==> config.mk <==
export PLATFORM = sky130hd
export DESIGN_NAME = mem_ctrl
export DESIGN_NICKNAME = d
export VERILOG_FILES = /design/src/rtl/mem_ctrl.sv
export SDC_FILE = /design/constraint.sdc
export NUM_CORES = 1
export LEC_CHECK = 0
export ABC_CLOCK_PERIOD_IN_PS = 5100
export CORE_ASPECT_RATIO = 0.7
export CORE_MARGIN = 5
export CORE_UTILIZATION = 45
export DETAILED_ROUTE_END_ITERATION = 8
export PLACE_DENSITY = 0.82
export SLEW_MARGIN = 30
export SYNTH_ARGS = -nofsm -noshare
export SYNTH_HDL_FRONTEND = slang
export SYNTH_SLANG_ARGS = --single-unit
export TNS_END_PERCENT = 100
==> constraint.sdc <==
create_clock -name clk -period 5.1 [get_ports clk]
set_input_delay 0.765 -clock clk [delete_from_list [all_inputs] [get_ports clk]]
set_output_delay 0.765 -clock clk [all_outputs]
set_load 0.005 [all_outputs]
==> src/rtl/mem_ctrl.sv <==
// mem_ctrl: byte-serial controller sharing one 8-bit RAM port between
// instruction fetch and load/store traffic, with load extension and
// fetch abort on PC redirect.

package mem_ctrl_pkg;
  localparam int OpLen = 4;
  // Op layout: bit 3 = store, bit 2 = unsigned load, bits 1:0 = log2(bytes).
  localparam logic [OpLen-1:0] LB  = 4'b0000;
  localparam logic [OpLen-1:0] LH  = 4'b0001;
  localparam logic [OpLen-1:0] LW  = 4'b0010;
  localparam logic [OpLen-1:0] LBU = 4'b0100;
  localparam logic [OpLen-1:0] LHU = 4'b0101;
  localparam logic [OpLen-1:0] SB  = 4'b1000;
  localparam logic [OpLen-1:0] SH  = 4'b1001;
  localparam logic [OpLen-1:0] SW  = 4'b1010;
endpackage

module mem_ctrl
  import mem_ctrl_pkg::*;
(
  input  logic             clk,
  input  logic             rst,
  input  logic             rdy,
  input  logic             if_req,
  input  logic [31:0]      if_addr,
  output logic             if_done,
  output logic [31:0]      if_inst,
  input  logic             mem_req,
  input  logic [OpLen-1:0] mem_op,
  input  logic [31:0]      mem_addr,
  input  logic [31:0]      mem_wdata,
  output logic             mem_done,
  output logic [31:0]      mem_rdata,
  input  logic             jump_flush,
  input  logic [7:0]       ram_din,
  output logic [7:0]       ram_dout,
  output logic [31:0]      ram_a,
  output logic             ram_wr,
  output logic             busy
);

  typedef enum logic [1:0] {IDLE = 2'd0, RD = 2'd1, WR = 2'd2} state_t;

  // Handshake: a requester holds req (with stable operands) until its done
  // pulse; done is high for exactly one cycle and req must drop in it.

  state_t           state_q, state_d;
  logic [2:0]       cnt_q, cnt_d;
  logic [31:0]      base_q, base_d;
  logic [OpLen-1:0] op_q, op_d;
  logic [31:0]      wdata_q, wdata_d;
  logic             own_if_q, own_if_d;
  logic [31:0]      buf_q, buf_d;
  logic             if_done_q, if_done_d;
  logic             mem_done_q, mem_done_d;
  logic [31:0]      if_inst_q, if_inst_d;
  logic [31:0]      mem_rdata_q, mem_rdata_d;

  logic [2:0]       size_n;
  logic [31:0]      rd_word;
  logic [31:0]      rd_ext;
  logic [7:0]       wr_byte;

  // Access size in bytes: fetches are always a full word.
  always_comb begin
    size_n = 3'd4;
    if (!own_if_q) begin
      case (op_q[1:0])
        2'b00:   size_n = 3'd1;
        2'b01:   size_n = 3'd2;
        default: size_n = 3'd4;
      endcase
    end
  end

  // Read word with the byte arriving this cycle merged into slot cnt-1.
  always_comb begin
    rd_word = buf_q;
    case (cnt_q)
      3'd1:    rd_word[7:0]   = ram_din;
      3'd2:    rd_word[15:8]  = ram_din;
      3'd3:    rd_word[23:16] = ram_din;
      3'd4:    rd_word[31:24] = ram_din;
      default: ;
    endcase
  end

  // Sign/zero extension of the completed load.
  always_comb begin
    case (op_q)
      LB:      rd_ext = {{24{rd_word[7]}}, rd_word[7:0]};
      LH:      rd_ext = {{16{rd_word[15]}}, rd_word[15:0]};
      LBU:     rd_ext = {24'd0, rd_word[7:0]};
      LHU:     rd_ext = {16'd0, rd_word[15:0]};
      default: rd_ext = rd_word;
    endcase
  end

  // Store byte selected by the byte counter.
  always_comb begin
    case (cnt_q[1:0])
      2'd0:    wr_byte = wdata_q[7:0];
      2'd1:    wr_byte = wdata_q[15:8];
      2'd2:    wr_byte = wdata_q[23:16];
      default: wr_byte = wdata_q[31:24];
    endcase
  end

  // Next-state logic: arbitration, byte sequencing, flush and stall handling.
  always_comb begin
    state_d     = state_q;
    cnt_d       = cnt_q;
    base_d      = base_q;
    op_d        = op_q;
    wdata_d     = wdata_q;
    own_if_d    = own_if_q;
    buf_d       = buf_q;
    if_done_d   = 1'b0;
    mem_done_d  = 1'b0;
    if_inst_d   = if_inst_q;
    mem_rdata_d = mem_rdata_q;
    case (state_q)
      IDLE: begin
        if (rdy) begin
          if (mem_req && !mem_done_q) begin
            base_d   = mem_addr;
            op_d     = mem_op;
            wdata_d  = mem_wdata;
            own_if_d = 1'b0;
            cnt_d    = 3'd0;
            state_d  = mem_op[3] ? WR : RD;
          end else if (if_req && !if_done_q && !jump_flush) begin
            base_d   = if_addr;
            own_if_d = 1'b1;
            cnt_d    = 3'd0;
            state_d  = RD;
          end
        end
      end
      RD: begin
        // A redirect kills the fetch even on its final edge.
        if (own_if_q && jump_flush) begin
          state_d = IDLE;
          cnt_d   = 3'd0;
        end else if (!rdy) begin
          // Restart the read sequence from byte 0 once resumed.
          cnt_d = 3'd0;
        end else begin
          if (cnt_q != 3'd0) buf_d = rd_word;
          if (cnt_q == size_n) begin
            state_d = IDLE;
            cnt_d   = 3'd0;
            if (own_if_q) begin
              if_done_d = 1'b1;
              if_inst_d = rd_word;
            end else begin
              mem_done_d  = 1'b1;
              mem_rdata_d = rd_ext;
            end
          end else begin
            cnt_d = cnt_q + 3'd1;
          end
        end
      end
      WR: begin
        // A stall holds cnt so the write resumes at the same byte.
        if (rdy) begin
          if (cnt_q == size_n - 3'd1) begin
            state_d    = IDLE;
            cnt_d      = 3'd0;
            mem_done_d = 1'b1;
          end else begin
            cnt_d = cnt_q + 3'd1;
          end
        end
      end
      default: state_d = IDLE;
    endcase
  end

  // State and datapath registers.
  always_ff @(posedge clk or negedge rst) begin
    if (!rst) begin
      state_q     <= IDLE;
      cnt_q       <= 3'd0;
      base_q      <= 32'd0;
      op_q        <= '0;
      wdata_q     <= 32'd0;
      own_if_q    <= 1'b0;
      buf_q       <= 32'd0;
      if_done_q   <= 1'b0;
      mem_done_q  <= 1'b0;
      if_inst_q   <= 32'd0;
      mem_rdata_q <= 32'd0;
    end else begin
      state_q     <= state_d;
      cnt_q       <= cnt_d;
      base_q      <= base_d;
      op_q        <= op_d;
      wdata_q     <= wdata_d;
      own_if_q    <= own_if_d;
      buf_q       <= buf_d;
      if_done_q   <= if_done_d;
      mem_done_q  <= mem_done_d;
      if_inst_q   <= if_inst_d;
      mem_rdata_q <= mem_rdata_d;
    end
  end

  // RAM port drive: quiet in IDLE, address holds on the last byte in RD.
  always_comb begin
    ram_a    = 32'd0;
    ram_dout = 8'd0;
    ram_wr   = 1'b0;
    case (state_q)
      RD: ram_a = base_q + {29'd0, (cnt_q < size_n) ? cnt_q : (size_n - 3'd1)};
      WR: begin
        ram_a    = base_q + {29'd0, cnt_q};
        ram_dout = wr_byte;
        ram_wr   = rdy;
      end
      default: ;
    endcase
  end

  assign if_done   = if_done_q;
  assign mem_done  = mem_done_q;
  assign if_inst   = if_inst_q;
  assign mem_rdata = mem_rdata_q;
  assign busy      = (state_q != IDLE);

endmodule

==> impl_metrics.toml <==
[run_status]
status = "finished, final reports clean"

[cts]
clk_pin_slew_ps = 70
cts_tree = "yes"
cts_max_level = 4
root_buffer = "clkbuf_16"
numCtsBuffers = 17
clock_sinks = 172
clockBufferDepth = 2
worstSkewPairLatency_ps = 420
cts_hold_buf = 0

[routing]
wl_per_cell_um = 19.00
vias_per_cell = 5.634
drt_iter0_markers = 689
via_count = 7550
routed_wl_um = 25460
antenna_left = 0
drc_errors = 0
first_pass_iters = 7

[worst_setup_path]
timing.critical_path.cells = "nor2_4 -> nand2_1 -> ha_1 -> nor2b_1 -> o21ai_0 -> a21oi_2 -> mux2_2 -> ha_4 -> nor2_1 -> nand3b_1 -> buf_4 -> or4_1 -> a21oi_2 -> clkdlybuf4s50_1"
end_kind = "output port"
worst_path_most_repeated_cell = "a21oi_2"
start_kind = "register"
crit_type = "reg2out"
crit_arrival_ps = 4190
critical_path_required_ps = 4340
critical_path_buf_inv_count = 2
critPathMaxFanout = 10
crit_slowest_cell = "clkdlybuf4s50_1"
path_delay_family = "simple AND/OR/NAND/NOR gates"
cp_slowest_stage_delay_ps = 530

[timing]
period_minus_slack_ps = 4957
fmax_ghz = 0.2018
tightestPinTransition_ps = 943.6
min_period_over_period = 0.9719
final.setup.tns_ps = 0
final-hold-violation-count = 0
relSlewSlack = 0.3702
slew_viol_final = 0
setup_viol = 0
fin_worst_skew_ps = 12.16

[finish]
area_growth_pct = 36.84
fin_cells = 1340
drive_gt1_frac = 0.1111
layout_common_cells = "clkdlybuf4s50_1, dfrtp_1, nand2_1"
layout_commonest_cell = "clkdlybuf4s50_1"
antenna_cells = 0
finalNetCount = 1215
utilization = 0.6240

[synthesis]
synth-seq-area-share = 0.5017
synth_cell_types = 58
avgSynthCellArea_um2 = 9.760
ys_warn_count = 0
synthCells = 879
syn_area_um2 = 8579
synth_edf_count = 0
synth_fp_nets = 1009
ys.flop_type = "dfrtp_1"
async_flop_share = 1.000
synth_seq_cells = 172

[place]
numPortBuffers = 221
placedCellCount = 1301
globalplace.congestion = 0.9041
dp.final_hpwl_um = 18120

[global_route]
grt_pass1_vias = 7341
grt_pass1_wl_um = 40250
grt_max_degree = 112
track_usage = 0.2288
antenna_found_initial = 0
overflow = 0

[power_and_ir_drop]
combPwrFrac = 0.451
p_sw_w = 0.002339
power_density_nw_per_um2 = 558.6
seq_power_share = 0.344
power.internal_w = 0.004219
ir_drop_mv = 0.2932
clkPwrFrac = 0.206
p_sw_frac = 0.3566
leakage_nw = 5.048

[die]
core_um2 = 18810
die_w_um = 175.0
rows = 42
die_h_um = 125.5
boundaryPins = 222
start_util = 0.4560
die_area_um2 = 21970

[run]
cap_violations = 0

[worst_hold_path]
hp-class = "in2async"
## cell families (layout without fill, tap and decap cells)
family,after synthesis,in the layout,share of synthesized area
xor+xnor,11,11,0.01283
compound gates,198,198,0.1477
buf+inv,71,290,0.03310
simple gates,328,328,0.1770
mux,83,83,0.1034
flops,172,172,0.5017
fa+ha+maj,16,16,0.02421
## final timing paths
kind / slack (ps) / depth (start not counted) / start / end
max: 140 / 14 / own_if_q / ram_a[21]
min: 390 / 1 / rst / wdata_q[0]
max reg2reg: 2220 / 8 / op_q[0] / mem_rdata[14]
min reg2reg: 480 / 2 / buf_q[22] / buf_q[22]
max in group asynchronous: 3840 / 2 / rst / if_inst[21]
min in group clk: 480 / 2 / buf_q[22] / buf_q[22]
## area by class of cell
cell class | instances | area (µm²)
fillers | 1539 | 7073
flip-flops and latches | 172 | 4304
multi-input cells | 636 | 4063
repair buffers | 243 | 2407
clock buffers | 20 | 446.7
well taps | 242 | 302.8
clock inverters | 12 | 160.2
inverters | 15 | 56.30
## synthesized netlist by cell type, types with 15 or more instances
master    count  area [µm²]
ha_1         15       187.7
nor2_1       77       289.0
dfrtp_1     172        4304
o31ai_1      16       120.1
a21oi_1      29       145.1
inv_1        15       56.30
o21ai_0      68       340.3
clkbuf_1     45       168.9
a31oi_1      33       206.5
o22a_1       24       210.2
nand2_1     155       581.8
mux2i_1      38       380.4
mux2_2       45       506.7
## flip-flops by register name, summed over array words and instances (netlist names)
| name | count |
|---|---|
| base_q | 32 |
| wdata_q | 32 |
| mem_rdata | 32 |
| cnt_q | 3 |
| state_q | 2 |
| own_if_q | 1 |
| if_done | 1 |
| mem_done | 1 |
| op_q | 4 |
| buf_q | 32 |
| if_inst | 32 |
## what timing repair did
action	CTS	global route
endpoints found under the hold margin	0	0
cloned	0	0
gates resized for setup	2	14
endpoints found under the setup margin	17	19
pin swaps	2	4
buffers inserted	4	3
## worst register-to-register path, cell delays in order (launching register included)
cell and delay, ps:
dfrtp_1 430, inv_1 90, nand2_1 100, inv_1 70, ha_1 360, and4_1 280
and3b_1 670, o21ai_1 470, o22a_1 300
## per-stage QoR
stage | instance area (µm²) | hold slack [ps] | total power, W | worst slack (ps)
after floorplan | 8579 | 449.2 | 0.003690 | 1043
after global placement | 11010 | 460.7 | 0.004995 | 289.7
after detailed placement | 11020 | 470.2 | 0.005079 | 172.4
after CTS | 11660 | 443.6 | 0.006479 | 38.04
after global routing | 11740 | 465.1 | 0.006967 | -23.30
final | 11740 | 391.5 | 0.006558 | 143.4
## layer usage
layer | part of all wire | track usage
met3 | 0.075 | 0.05824
met5 | 0 | 0
met2 | 0.43 | 0.3295
met1 | 0.48 | 0.3444
met4 | 0.020 | 0.06094
## power by group through the flow
| stage | logic (W) | clock network [W] | registers, W |
|---|---|---|---|
| 6_report | 0.00296 | 0.00135 | 0.00225 |
| 5_1_grt | 0.00322 | 0.00143 | 0.00231 |
| 4_1_cts | 0.00287 | 0.00137 | 0.00224 |
| 3_5_place_dp | 0.00283 | 0 | 0.00225 |
| 3_3_place_gp | 0.00276 | 0 | 0.00223 |
| 2_1_floorplan | 0.00156 | 0 | 0.00213 |
Power figures use the tool's default switching activity.
==> patch 1, RTL diff (config.mk and constraints unchanged) <==
`OpLen`: 4 -> 8.
--- a/src/rtl/mem_ctrl.sv
+++ b/src/rtl/mem_ctrl.sv
@@ -3,7 +3,7 @@
 // fetch abort on PC redirect.
 
 package mem_ctrl_pkg;
-  localparam int OpLen = 4;
+  localparam int OpLen = 8;
   // Op layout: bit 3 = store, bit 2 = unsigned load, bits 1:0 = log2(bytes).
   localparam logic [OpLen-1:0] LB  = 4'b0000;
   localparam logic [OpLen-1:0] LH  = 4'b0001;
Interface: changed (resized mem_op); port bits go from 222 to 226. No check against the original RTL was run, so the function may have changed too.
==> patch 1 against the unedited design <==
Design area down 0.15%. Register-to-register slack worse by 0.44 ns. Sequential cell count up 4. Cell count down 1.5%. Die area up 0.52%. Wire length down 6.3%. Synthesized area up 0.55%. Non-clock buffer count down 9. Synthesized cell count down 1.4%. Global-route usage down 1.4 points. Total power up 11%. Worst setup slack better by 0.053 ns. Largest cell class unchanged. Largest power group unchanged.
==> patch 1: results (changes against the unedited design) <==
- Outcome: finished clean
- Max FO, Critical Path: 7 (-3)
- GR Layer Usage met3: 0.06800 (+0.009767)
- Dpl cell area: 0.01106 mm^2 (+0.37%)
- Fill cells: 1523 (-1.0%)
- Vias in the first global route: 7118 (-3.0%)
- Max-Slew Margin vs Limit: 0.4122 (+0.04197)
- XOR/XNOR share of the synthesized area: 0.03249 (+0.01965)
- Met1 Track Usage GR: 0.3064 (-0.03795)
- Routed met1 length: 10830 um (-11%)
- DRT Pass-1 Iters: 5 (-2)
- Iter 0 DRT Violations: 535 (-22%)
- Pre-CTS WS: 0.2204 ns (+0.04798 ns)
- Setup bufs post-CTS: 0 (-4)
- Synth cell types: 46 (-21%)
- DR vias/cell: 5.466 (-3.0%)
- WL met3: 2000 um (+4.1%)
- Reg2reg start: cnt_q[1]
- Routability cong.: 0.8946 (-1.1%)
- Sequential area share after synthesis: 0.5105 (+0.008838)
- Mux cell area share after synthesis: 0.1054 (+0.002041)
- Layout cells sized above 1: 0.1020 (-0.009070)
- Synth area leaders: dfrtp_1 (51%), mux2_2 (6.3%), nor2_1 (5.8%)
- Largest net degree at the start of global routing: 110 (-1.8%)
- Commonest cells post-synth: dfrtp_1 (176), nor2_1 (133), nand2_1 (91)
- Placed cells: 1289 (-0.92%)
- Overall Global Routing Usage: 0.2144 (-0.01449)
- Crit-path leading delay family: adder cells
- Port bufs: 225 (+1.8%)
- CP arrival: 4.14 ns (-0.05 ns)
- Leak Pwr: 4.893 nW (-3.1%)
- GRT met2 Usage: 0.3210 (-0.008486)
- Compound-Gate Fraction of Synth Area: 0.1224 (-0.02532)
- Fin nets: 1200 (-1.2%)
- Post-Synth Adder-Cell Area: 0.02408 (-0.0001334)
==> patch 1: cell types whose count changed after synthesis, moves of 7 or more <==
cell      before  now
nand2_1      155   91
xnor2_1        3   20
or4_1         14    0
a21oi_1       29   70
o31ai_1       16    0
and2_1        12   40
nor2_1        77  133
nand2b_1      11    4
o21ai_0       68   17
==> patch 1: cells by family after synthesis <==
logic type               Yosys count
AO/OA/AOI/OAI                    164
XOR/XNOR                          32
adder cells (fa/ha/maj)           16
buffers and inverters             66
flip-flops                       176
multiplexers                      84
AND/OR/NAND/NOR                  329
==> patch 1: cell type report <==
class / instances / area, um^2 / share of cell area
clock buffer: 20 / 456.7 / 0.03896
clock inverter: 11 / 148.9 / 0.01270
inverter: 12 / 45.04 / 0.003842
multi-input combinational: 625 / 4040 / 0.3446
sequential: 176 / 4405 / 0.3758
tap: 242 / 302.8 / 0.02583
timing repair buffer: 234 / 2323 / 0.1982
==> patch 1: repair_timing <==
item	in CTS	in global routing
gates resized for setup	3	7
setup endpoints to repair	16	24
pin swaps	0	1
==> patch 1: path summary, 6_finish.rpt <==
| check | end | slack, ns | cells after the start |
|---|---|---|---|
| setup / recovery | ram_a[20] | 0.20 | 15 |
| hold / removal | if_inst[9] | 0.40 | 1 |
| setup reg to reg | mem_rdata[16] | 1.78 | 7 |
| hold reg to reg | buf_q[0] | 0.50 | 1 |
| max in group asynchronous | own_if_q | 3.64 | 2 |
| min in group clk | buf_q[0] | 0.50 | 1 |
==> patch 1: report_power, final <==
group	internal, mW	switching (mW)	total [mW]
combinational	1.90	1.51	3.40
sequential	2.06	0.488	2.54
clock	0.763	0.580	1.34
total	4.72	2.57	7.29
==> patch 2, RTL diff (same settings) <==
Without the edit above. Make the reset (`rst`) synchronous in one clocked block.
--- a/src/rtl/mem_ctrl.sv
+++ b/src/rtl/mem_ctrl.sv
@@ -179,7 +179,7 @@
   end
 
   // State and datapath registers.
-  always_ff @(posedge clk or negedge rst) begin
+  always_ff @(posedge clk) begin
     if (!rst) begin
       state_q     <= IDLE;
       cnt_q       <= 3'd0;
Behaviour: not the same (a bounded check fails within 4 cycles, from zero or initial values and one cycle with rst low; the reset may be asserted at any time).
==> patch 2 against the unedited design <==
Worst setup slack better by 0.11 ns. Wire length down 2.7%. Sequential cell count unchanged. Design area down 1.9%. Synthesized area down 0.86%. Sequential share of layout area down 6.8 points.
Power is not compared: it rests on default switching activity, and its combinational part moved more than twofold at a synthesized area within 25%.
==> patch 2: results (changes against the unedited design) <==
- Outcome: finished clean
- Hold_sp: buf_q[2]
- Worst-margin pin slew: 0.8933 ns (-0.05028 ns)
- Routability cong.: 0.8696 (-3.8%)
- VDD IR max: 0.1804 mV
- Vias in the first global route: 7463 (+1.7%)
- Count of final setup violators: 0 (unchanged)
- Initial antenna violation count: 1 (+1)
- Layout cells sized above 1: 0.08037 (-0.03074)
- Iter 0 DRT Violations: 808 (+17%)
- Clock Root Buffer: clkbuf_16
- FF-to-FF setup slack: 1.99 ns (-0.23 ns)
- WL/cell: 17.40 um (-8.4%)
- Clk slew on worst S/H paths: 0.07 ns (about the same)
- Hold path depth: 2
- Vias post-DR: 7887 (+4.5%)
- Clk_lat worst skew: 0.42 ns (about the same)
- Synth area leaders: dfxtp_1 (40%), nand2_1 (10%), o211a_1 (9.2%)
- Synth cell types: 53 (-8.6%)
- Commonest cells post-synth: nand2_1 (235), dfxtp_1 (172), o211a_1 (78)
- WHS: 0.4636 ns (+0.07207 ns)
- Slowest stage delay, CP: 0.49 ns (-0.04 ns)
- Final Cell Area: 0.01151 mm^2 (-1.9%)
- Largest net degree at the start of global routing: 89 (-21%)
- Max FO, Critical Path: 8 (-2)
- Worst Hold Path EP: buf_q[2]
- DRT Pass-1 Iters: 5 (-2)
- TritonCTS Buffers: 17 (unchanged)
- Leak Pwr: ~5 nW
- First-pass GRT wire length: 39630 um (-1.5%)
- Fill cells: 1600 (+4.0%)
- Fin nets: 1300 (+7.0%)
- Dpl cell area: 0.01086 mm^2 (-1.4%)
- Overall Global Routing Usage: 0.2210 (-0.007872)
- Async S/R FF share, synth: 0 (-1.000)
- Clock Skew: 0.01312 ns (+0.0009632 ns)
- Worst flop-to-flop path endpoint: mem_rdata[30]
- Reg2reg start: cnt_q[1]
- CP arrival: 4.08 ns (-0.11 ns)
- Yosys top cell by area: dfxtp_1
- Slowest CP cell: clkdlybuf4s50_1
- Post-synth net total: 1119 (+11%)
- Sequential area share after synthesis: 0.4048 (-0.09685)
- Yosys warning count: 0 (unchanged)
- DP Wirelength: 17500 um (-3.5%)
- Port bufs: 221 (unchanged)
- Worst Hold Class: flip-flop to flip-flop
## patch 2: layer usage
metal / wire [um] / track usage
met5: 20 / 0
met4: 337 / 0.05119
met3: 2124 / 0.06276
met2: 10510 / 0.3285
met1: 11790 / 0.3187
## patch 2: how the worst max path moves through the flow
stage	start	end	slack [ns]	depth (start not counted)
after global placement	op_q[1]	ram_a[26]	0.19	16
final	op_q[1]	ram_a[16]	0.26	17
after global routing	op_q[1]	ram_a[18]	0.007	17
after CTS	op_q[1]	ram_a[26]	0.10	15
after floorplan	own_if_q	ram_a[26]	1.14	16
after detailed placement	op_q[1]	ram_a[26]	0.02	16
## patch 2: logic make-up after synthesis
logic type / Yosys count / share of synthesized area
and+or+nand+nor: 438 / 0.2339
AOI/OAI and AO/OA: 203 / 0.2127
DFF: 172 / 0.4048
muxes: 52 / 0.06178
buffers and inverters: 89 / 0.04281
adders and majority gates: 16 / 0.02442
xor gates and xnor gates: 19 / 0.01956
## patch 2: report_power, final
| group | leakage, nW | switching (mW) | internal (mW) |
|---|---|---|---|
| Combinational | 3.40 | 0.433 | 0.403 |
| Clock | 0.291 | 0.554 | 0.755 |
| Sequential | 1.40 | 0.0957 | 1.44 |
## patch 2: final cells by class
class | count | area share
Clock buffer | 20 | 0.03966
Multi-Input combinational cell | 728 | 0.4151
Clock inverter | 11 | 0.01174
Timing Repair Buffer | 241 | 0.2049
Tap cell | 242 | 0.02630
Inverter | 10 | 0.003260
Sequential cell | 172 | 0.2990
## patch 2: repair_timing
item | CTS | global route
pin swaps | 1 | 2
buffers inserted | 0 | 2
resized for setup | 3 | 8
setup endpoints to repair | 9 | 20
## patch 2: per-stage QoR
| stage | cells | power (mW) | setup WS (ns) |
|---|---|---|---|
| 2_1_floorplan | 989 | 2.017 | 1.137 |
| 3_3_place_gp | 1390 | 2.371 | 0.1902 |
| 3_5_place_dp | 1390 | 2.385 | 0.01960 |
| 4_1_cts | 1421 | 3.688 | 0.1026 |
| 5_1_grt | 1424 | 3.860 | 0.007099 |
| 6_report | 1424 | 3.681 | 0.2550 |
## patch 2: critical path, delay by kind of cell (launching register included)
family                   cells  cell delay [ns]
AND/OR/NAND/NOR              7             1.11
adder cells (fa/ha/maj)      3             0.79
buffers and inverters        2             0.68
AO/OA/AOI/OAI                4             0.54
flip-flops                   1             0.40
XOR/XNOR                     1             0.14
